--- config.mk ---
export PLATFORM = sky130hd
export DESIGN_NAME = apb_rr_arbiter
export DESIGN_NICKNAME = d
export VERILOG_FILES = /design/src/rtl/apb_rr_arbiter.sv
export SDC_FILE = /design/constraint.sdc
export NUM_CORES = 1
export LEC_CHECK = 0
export CAP_MARGIN = 25
export CELL_PAD_IN_SITES_DETAIL_PLACEMENT = 0
export CELL_PAD_IN_SITES_GLOBAL_PLACEMENT = 1
export CORE_ASPECT_RATIO = 0.7
export CORE_MARGIN = 4
export CORE_UTILIZATION = 23
export CTS_BUF_LIST = sky130_fd_sc_hd__clkbuf_4
export DETAILED_ROUTE_END_ITERATION = 8
export MAX_ROUTING_LAYER = met4
export PLACE_DENSITY = 0.81
export SETUP_SLACK_MARGIN = 0.5
export SYNTH_ARGS = -nofsm -noshare
export SYNTH_HDL_FRONTEND = slang
export SYNTH_SLANG_ARGS = --single-unit
export TNS_END_PERCENT = 1
--- constraint.sdc ---
create_clock -name pclk -period 1.9 [get_ports pclk]
set_input_delay 0.38 -clock pclk [delete_from_list [all_inputs] [get_ports pclk]]
set_output_delay 0.38 -clock pclk [all_outputs]
set_load 0.02 [all_outputs]
--- src/rtl/apb_rr_arbiter.sv ---
`default_nettype none
// =============================================================================
// apb_rr_arbiter : round-robin sharing of one APB master between NUM_REQ agents
// Revision 1.0
// =============================================================================
module apb_rr_arbiter #(
  parameter int NUM_REQ    = 4,
  parameter int ADDR_WIDTH = 32,
  parameter int DATA_WIDTH = 32,
  localparam int IDX_W     = $clog2(NUM_REQ)
) (
  input  logic                          pclk,
  input  logic                          presetn,
  input  logic [NUM_REQ-1:0]            req,
  input  logic [NUM_REQ*ADDR_WIDTH-1:0] req_addr,
  input  logic [NUM_REQ*DATA_WIDTH-1:0] req_wdata,
  input  logic [NUM_REQ-1:0]            req_write,
  output logic [NUM_REQ-1:0]            gnt,
  output logic [NUM_REQ-1:0]            done,
  output logic [DATA_WIDTH-1:0]         rdata,
  output logic                          slverr,
  output logic                          transfer,
  output logic [ADDR_WIDTH-1:0]         transfer_addr,
  output logic [DATA_WIDTH-1:0]         transfer_wdata,
  output logic                          transfer_write,
  input  logic                          psel,
  input  logic                          penable,
  input  logic                          pready,
  input  logic                          pslverr,
  input  logic [DATA_WIDTH-1:0]         prdata
);

  typedef enum logic [1:0] {
    S_IDLE  = 2'd0,
    S_ISSUE = 2'd1,
    S_WAIT  = 2'd2
  } state_t;

  state_t                  r_state;
  state_t                  w_state_nxt;
  logic [IDX_W-1:0]        r_last;
  logic [IDX_W-1:0]        r_win;
  logic [NUM_REQ-1:0]      r_gnt;
  logic [NUM_REQ-1:0]      r_done;
  logic [DATA_WIDTH-1:0]   r_rdata;
  logic                    r_slverr;
  logic [ADDR_WIDTH-1:0]   r_addr;
  logic [DATA_WIDTH-1:0]   r_wdata;
  logic                    r_write;
  logic [IDX_W-1:0]        w_win;
  logic                    w_any;
  logic                    w_xfer_done;

  function automatic logic [IDX_W-1:0] rr_idx(input logic [IDX_W-1:0] base, input int k);
    int s;
    s = (int'(base) + k) % NUM_REQ;
    return IDX_W'(s);
  endfunction

  // Scan downward in distance so the closest requester after r_last is the final hit.
  always_comb begin
    w_any = 1'b0;
    w_win = '0;
    for (int k = NUM_REQ; k >= 1; k--) begin
      if (req[rr_idx(r_last, k)]) begin
        w_any = 1'b1;
        w_win = rr_idx(r_last, k);
      end
    end
  end

  assign w_xfer_done = (r_state == S_WAIT) && psel && penable && pready;

  always_ff @(posedge pclk or negedge presetn) begin
    if (!presetn) begin
      r_state <= S_IDLE;
    end else begin
      r_state <= w_state_nxt;
    end
  end

  always_comb begin
    w_state_nxt = r_state;
    transfer    = 1'b0;
    case (r_state)
      S_IDLE:  if (w_any) w_state_nxt = S_ISSUE;
      S_ISSUE: begin
        transfer    = 1'b1;
        w_state_nxt = S_WAIT;
      end
      S_WAIT:  if (w_xfer_done) w_state_nxt = S_IDLE;
      default: w_state_nxt = S_IDLE;
    endcase
  end

  // Transfer fields are frozen at grant time; later requester input changes are ignored.
  always_ff @(posedge pclk or negedge presetn) begin
    if (!presetn) begin
      r_last   <= IDX_W'(NUM_REQ - 1);
      r_win    <= '0;
      r_gnt    <= '0;
      r_done   <= '0;
      r_rdata  <= '0;
      r_slverr <= 1'b0;
      r_addr   <= '0;
      r_wdata  <= '0;
      r_write  <= 1'b0;
    end else begin
      r_done <= '0;
      case (r_state)
        S_IDLE: begin
          if (w_any) begin
            r_win   <= w_win;
            r_addr  <= req_addr[w_win*ADDR_WIDTH +: ADDR_WIDTH];
            r_wdata <= req_wdata[w_win*DATA_WIDTH +: DATA_WIDTH];
            r_write <= req_write[w_win];
            r_gnt   <= {{(NUM_REQ-1){1'b0}}, 1'b1} << w_win;
          end
        end
        S_WAIT: begin
          if (w_xfer_done) begin
            r_rdata  <= prdata;
            r_slverr <= pslverr;
            r_done   <= {{(NUM_REQ-1){1'b0}}, 1'b1} << r_win;
            r_last   <= r_win;
            r_gnt    <= '0;
          end
        end
        default: ;
      endcase
    end
  end

  assign gnt            = r_gnt;
  assign done           = r_done;
  assign rdata          = r_rdata;
  assign slverr         = r_slverr;
  assign transfer_addr  = r_addr;
  assign transfer_wdata = r_wdata;
  assign transfer_write = r_write;

endmodule
`default_nettype wire

# --- Word level (Yosys, flattened, before mapping) ---
# Cells that the tools add are included.
op_classes:
  magnitude_cmp: 5
  n_eq_ne: 4
  n_reduce_logical: 9
  muxes: 27
  shifts: 4
  n_addsub: 4
op_table:
  columns: ["operator", "n"]
  rows:
  - ["$shiftx 128x8->32", 2]
  - ["$mux 4", 4]
  - ["$lt 2x3->1 const B", 5]
  - ["$mux 2", 6]
  - ["$bmux 1 s2", 5]
  - ["$mux 1", 10]
  - ["$pmux 4 s2", 1]
  - ["$shl 1x2->4 const A", 2]
  - ["$pmux 2 s3", 1]
  - ["$reduce_and 2->1", 3]
  - ["$add 2x1->2 const B", 2]
  - ["$add 2x2->2 const B", 2]
  - ["$ne 2x2->1 const B", 2]
  - ["$logic_and 1x1->1", 3]
  - ["$reduce_and 3->1", 1]
  - ["$eq 2x1->1 const B", 1]
  - ["$eq 2x2->1 const B", 1]
  - ["$logic_not 2->1", 1]
  - ["$reduce_bool 2->1", 1]
word_totals:
  out_inout_bits: 107
  input_bits: 302
  reg_bits: 112
  elab_cells: 63

# --- Depth between registers and ports, before layout ---
depth:
  word_depth: 10
  mapped_depth: 8

# --- Worst setup path before layout ---
# OpenSTA, ideal clock, no wires.
synth_timing:
  path_kind: "register to register"
  startpoint: "register r_last[1]"
  endpoint: "register r_addr[0], in the netlist transfer_addr[0]"
  path_slack_ns: 0.126
  arrival_ns: 1.636
  synth_period_minus_slack_ns: 1.774
  path_stages_with_launch: 8
  required_ns: 1.762
  path_buffers: 2
  setup_ns: 0.138
  cell_sequence: "dfstp_2 mux2_1 nand2_1 o221a_2 nand2b_4 buf_6 buf_6 o221ai_1"
synth_between:
  elab_chain_len: 8
  word_cells_on_any_way: 22
  cone_classes: "add/sub: 4; shift: 1; mux: 16; reduce/logical: 1"
synth_lines:
  columns: ["element", "line_no", "text"]
  rows:
  - ["from (decl)", "41", "logic [IDX_W-1:0] r_last;"]
  - ["from (signal assigned)", "99", "r_last <= IDX_W'(NUM_REQ - 1);"]
  - ["from (signal assigned)", "125", "r_last <= r_win;"]
  - ["$add 2x1->2", "56", "s = (int'(base) + k) % NUM_REQ;"]
  - ["$bmux 1 s2", "65", "if (req[rr_idx(r_last, k)]) begin"]
  - ["$mux 1 (implied by the code)", "65", null]
  - ["$mux 2 or $mux 1 (tied branches) (4 in a row)", "65", null]
  - ["$shiftx 128x8->32 or $reduce_and 2->1 (tied branches)", null, null]
  - ["to (signal assigned)", "114", "r_addr <= req_addr[w_win*ADDR_WIDTH +: ADDR_WIDTH];"]
  - ["to (decl)", "47", "logic [ADDR_WIDTH-1:0] r_addr;"]
# Parallel ways exist; a longest one is shown, timed or not. The select of a mux whose other input is x is not followed.
# A chain may end at the register's enable or synchronous reset.

# --- Final worst setup path ---
layout_timing:
  startpoint: "register r_last[1]"
  endpoint: "register r_wdata[25], in the netlist transfer_wdata[25]"
layout_between:
  elab_chain_len: 8
  word_cells_on_any_way: 22
  cone_classes: "add/sub: 4; shift: 1; mux: 16; reduce/logical: 1"
layout_lines:
  columns: ["element", "line_no", "text"]
  rows:
  - ["$add 2x1->2", "56", null]
  - ["$bmux 1 s2", "65", null]
  - ["$mux 1 (implied by the code)", "65", null]
  - ["$mux 2 or $mux 1 (tied branches) (4 in a row)", "65", null]
  - ["$shiftx 128x8->32 or $reduce_and 2->1 (tied branches)", null, null]
  - ["to (signal assigned)", "115", "r_wdata <= req_wdata[w_win*DATA_WIDTH +: DATA_WIDTH];"]
  - ["to (decl)", "48", "logic [DATA_WIDTH-1:0] r_wdata;"]
# Parallel ways exist; a longest one is shown, timed or not. The select of a mux whose other input is x is not followed.

==> qor.yml <==
critPathRequiredTime_ns: 2.30
antenna_found_initial: 1
synth_xor_area_frac: 0
cts_max_path_buffers: 2
maxSlewViolCount: 0
multiInputGateArea_um2: 3160
fin_nets: 1285
hp-class: "in -> reg"
synth_seq_cells: 112
hold_viol: 0
syn_nets: 863
port_buffers: 408
synth.top_cells.by_area: "dfrtp_1 (47%), mux2i_1 (22%), nand2_1 (11%)"
fill_cells: 2301
clk_pin_slew_worst_paths_ns: 0.23
avgSynthCellArea_um2: 10.4
dr_total_vias: 6095
drtAntennaViolNets: 0
fp.coreArea_um2: 24800
synth_top_family_by_area: "multiplexers"
arrival_ns: 2.30
post-route-period-util: 1.00
routedWlPerCell_um: 19.3
cp_top_family: "flip-flops"
yosys_warnings: 0
r2r-start: "r_last[1]$_DFFE_PN1P_"
async_flop_share: 1.00
routed_wl_um: 25400
first_global_vias: 6352
synthSimpleGateAreaFrac: 0.133
vias_per_cell: 4.63
worstHoldStart: "prdata[25]"
start_util: 0.235
gp_congestion: 0.783
synth_common_cells: "nand2_1 (176), mux2i_1 (130), dfrtp_1 (110)"
rrSetupSlack_ns: -0.0005
grt_max_degree: 68
fin_skew_ns: 0.0246
synth.distinct_cells: 30
drive_gt1_frac: 0.261
grt_overflow: 0
finalSetupViolCount: 2
path_class: "reg -> reg"
relSlewSlack: 0.557
cts_tree: "yes"
worstMarginPinSlew_ns: 0.665
drt_iter0_markers: 166
path_buf_inv: 3
vdd_ir_drop_max_uv: 614
synth.most_common_cell: "nand2_1"
grt_first_pass_wirelength_um: 36400
maxCapViolations: 0
crit_path_cell_trace: "a21oi_2 -> a31oi_2 -> a21oi_4 -> buf_6 -> clkbuf_16 -> buf_12 -> mux2i_2 -> o221ai_1"
dieArea_um2: 28000
hold-path-cell-count: 3
ff2ff_path_depth: 8
power_uw: 16000
drt-pass1-iter-count: 4
synthMuxAreaShare: 0.225
syn_to_final_growth_pct: 96.3
fin_util: 0.462
reg2reg_to: "transfer_wdata[25]$_DFFE_PN0P_"
fin_ws_ns: -0.000510
crit_fanout: 8
cts_buffers: 9
cts_num_sinks: 112
layout_min_cycle_time_ns: 1.90
critPathCaptureType: "register"
synth_edf_count: 0
yosysTopAreaCellShare: 0.472
powerDensity_nw_per_um2: 1390
die_x_um: 198
io_pins: 409
seqCellArea_um2: 2810
max_stage_delay_ns: 0.65
synth_cells: 561
clockRootBuffer: "clkbuf_4"
ys_seq_area_frac: 0.481
clock_latency_ns: 0.50
violations: "negative setup slack"
drc: 0
max_freq_mhz: 526
yosys.area.top_type: "dfrtp_1"
synth_adder_area_share: 0
grt_usage: 0.170
hpwl_um: 19000
hold-path-endpoint: "rdata[25]$_DFFE_PN0P_"
synth_compound_area_frac: 0.112
std_cell_rows: 48
outcome: "complete, but fails checks"
syn-cell-area_um2: 5840
leakagePower_uw: 0.00511
cp_slowest_cell: "dfstp_2"
rsz0062_at_grt: "yes"
htreeDepth: 3
synthFlopType: "dfrtp_1"
dieHeight_um: 141
worstSetupStartpointType: "register"
-- layer usage --
metal / global-route usage / share of wire
met1: 0.213 / 0.43
met2: 0.279 / 0.48
met3: 0.0458 / 0.073
met4: 0.0373 / 0.018
met5: - / 0
-- cell type report --
class                           instances  area share
Clock inverter                          7     0.00776
Clock buffer                            9     0.00590
Multi-Input combinational cell        403       0.276
Inverter                                2    0.000655
Antenna cell                            2    0.000437
Sequential cell                       112       0.245
Tap cell                              325      0.0355
Timing Repair Buffer                  455       0.429
-- per-stage QoR --
stage	setup slack, ns	cells	setup TNS, ns	hold slack, ns	cell area (um2)
after detailed placement	-0.365	1286	-19.98	0.423	10500
after CTS	-0.0110	1304	-0.0129	0.293	10900
after global placement	-0.317	1286	-17.75	0.421	10500
final	-0.000510	1315	-0.000550	0.365	11500
after global routing	-0.117	1314	-3.75	0.305	11500
after floorplan	0.161	561	0	0.0844	5850
-- cell families (layout without fill, tap and decap cells) --
logic type             count (synthesis)  after routing
multiplexers                         131            131
AO/OA/AOI/OAI                         77             77
buffers and inverters                 46            473
AND/OR/NAND/NOR                      195            195
flip-flops                           112            112
other                                  0              2
-- timing repair --
action,4_1_cts,5_1_grt
gates resized for setup,662,105
setup buffers,1,3
hold buffers,1,0
hold endpoints to repair,110,0
cloned,0,6
pin swaps,4,80
setup endpoints to repair,178,213
-- power breakdown --
group          switching, uW  total [uW]  leakage [uW]  internal, uW
Combinational           4810       10000       0.00363          5240
Clock                   1010        1350     0.0000837           339
Sequential              1030        4570       0.00140          3540
Total                   6850       16000       0.00511          9120
-- cells in the final DEF (no fill, tap or decap), drive strengths merged --
cell type / synthesis / final
o21ai: 3 / 3
a211o: 1 / 1
nor3b: 2 / 2
inv: 2 / 7
nor2: 4 / 4
dlygate4sd3: 0 / 1
o221a: 1 / 1
nand2: 176 / 176
mux2i: 130 / 130
and3: 1 / 1
a31oi: 1 / 1
nor2b: 2 / 2
a32o: 1 / 1
nand3: 4 / 4
nor3: 1 / 1
o221ai: 65 / 65
dfrtp: 110 / 110
o31ai: 1 / 1
a21o: 1 / 1
mux2: 1 / 1
clkinv: 0 / 2
a21oi: 2 / 2
clkbuf: 16 / 16
clkdlybuf4s50: 0 / 300
a21boi: 1 / 1
nand2b: 4 / 4
diode: 0 / 2
dfstp: 2 / 2
nand4: 1 / 1
buf: 28 / 147
-- worst max path at each step --
| stage | cells after the start | slack [ns] | endpoint | startpoint |
|---|---|---|---|---|
| after global placement | 8 | -0.32 | transfer_wdata[8]$_DFFE_PN0P_ | req[1] |
| final | 8 | -0.0005 | transfer_wdata[25]$_DFFE_PN0P_ | r_last[1]$_DFFE_PN1P_ |
| after detailed placement | 8 | -0.37 | transfer_addr[0]$_DFFE_PN0P_ | req[1] |
| after floorplan | 7 | 0.16 | transfer_addr[0]$_DFFE_PN0P_ | r_last[1]$_DFFE_PN1P_ |
| after global routing | 8 | -0.12 | transfer_wdata[0]$_DFFE_PN0P_ | r_last[1]$_DFFE_PN1P_ |
| after CTS | 6 | -0.01 | transfer_wdata[14]$_DFFE_PN0P_ | r_last[1]$_DFFE_PN1P_ |
-- sequential cells by signal, summed over array words and instances (netlist names) --
register / flops
transfer_addr: 32
rdata: 32
transfer_wdata: 32
r_state: 2
done: 4
transfer_write: 1
gnt: 4
r_last: 2
r_win: 2
slverr: 1
-- worst reg2reg max path, stage by stage, from the launching register on --
cell,delay [ns]
dfstp_2,0.65
a21oi_2,0.08
a31oi_2,0.20
a21oi_4,0.09
buf_6,0.14
clkbuf_16,0.17
buf_12,0.16
mux2i_2,0.17
o221ai_1,0.15
(Power assumes the default switching activity.)
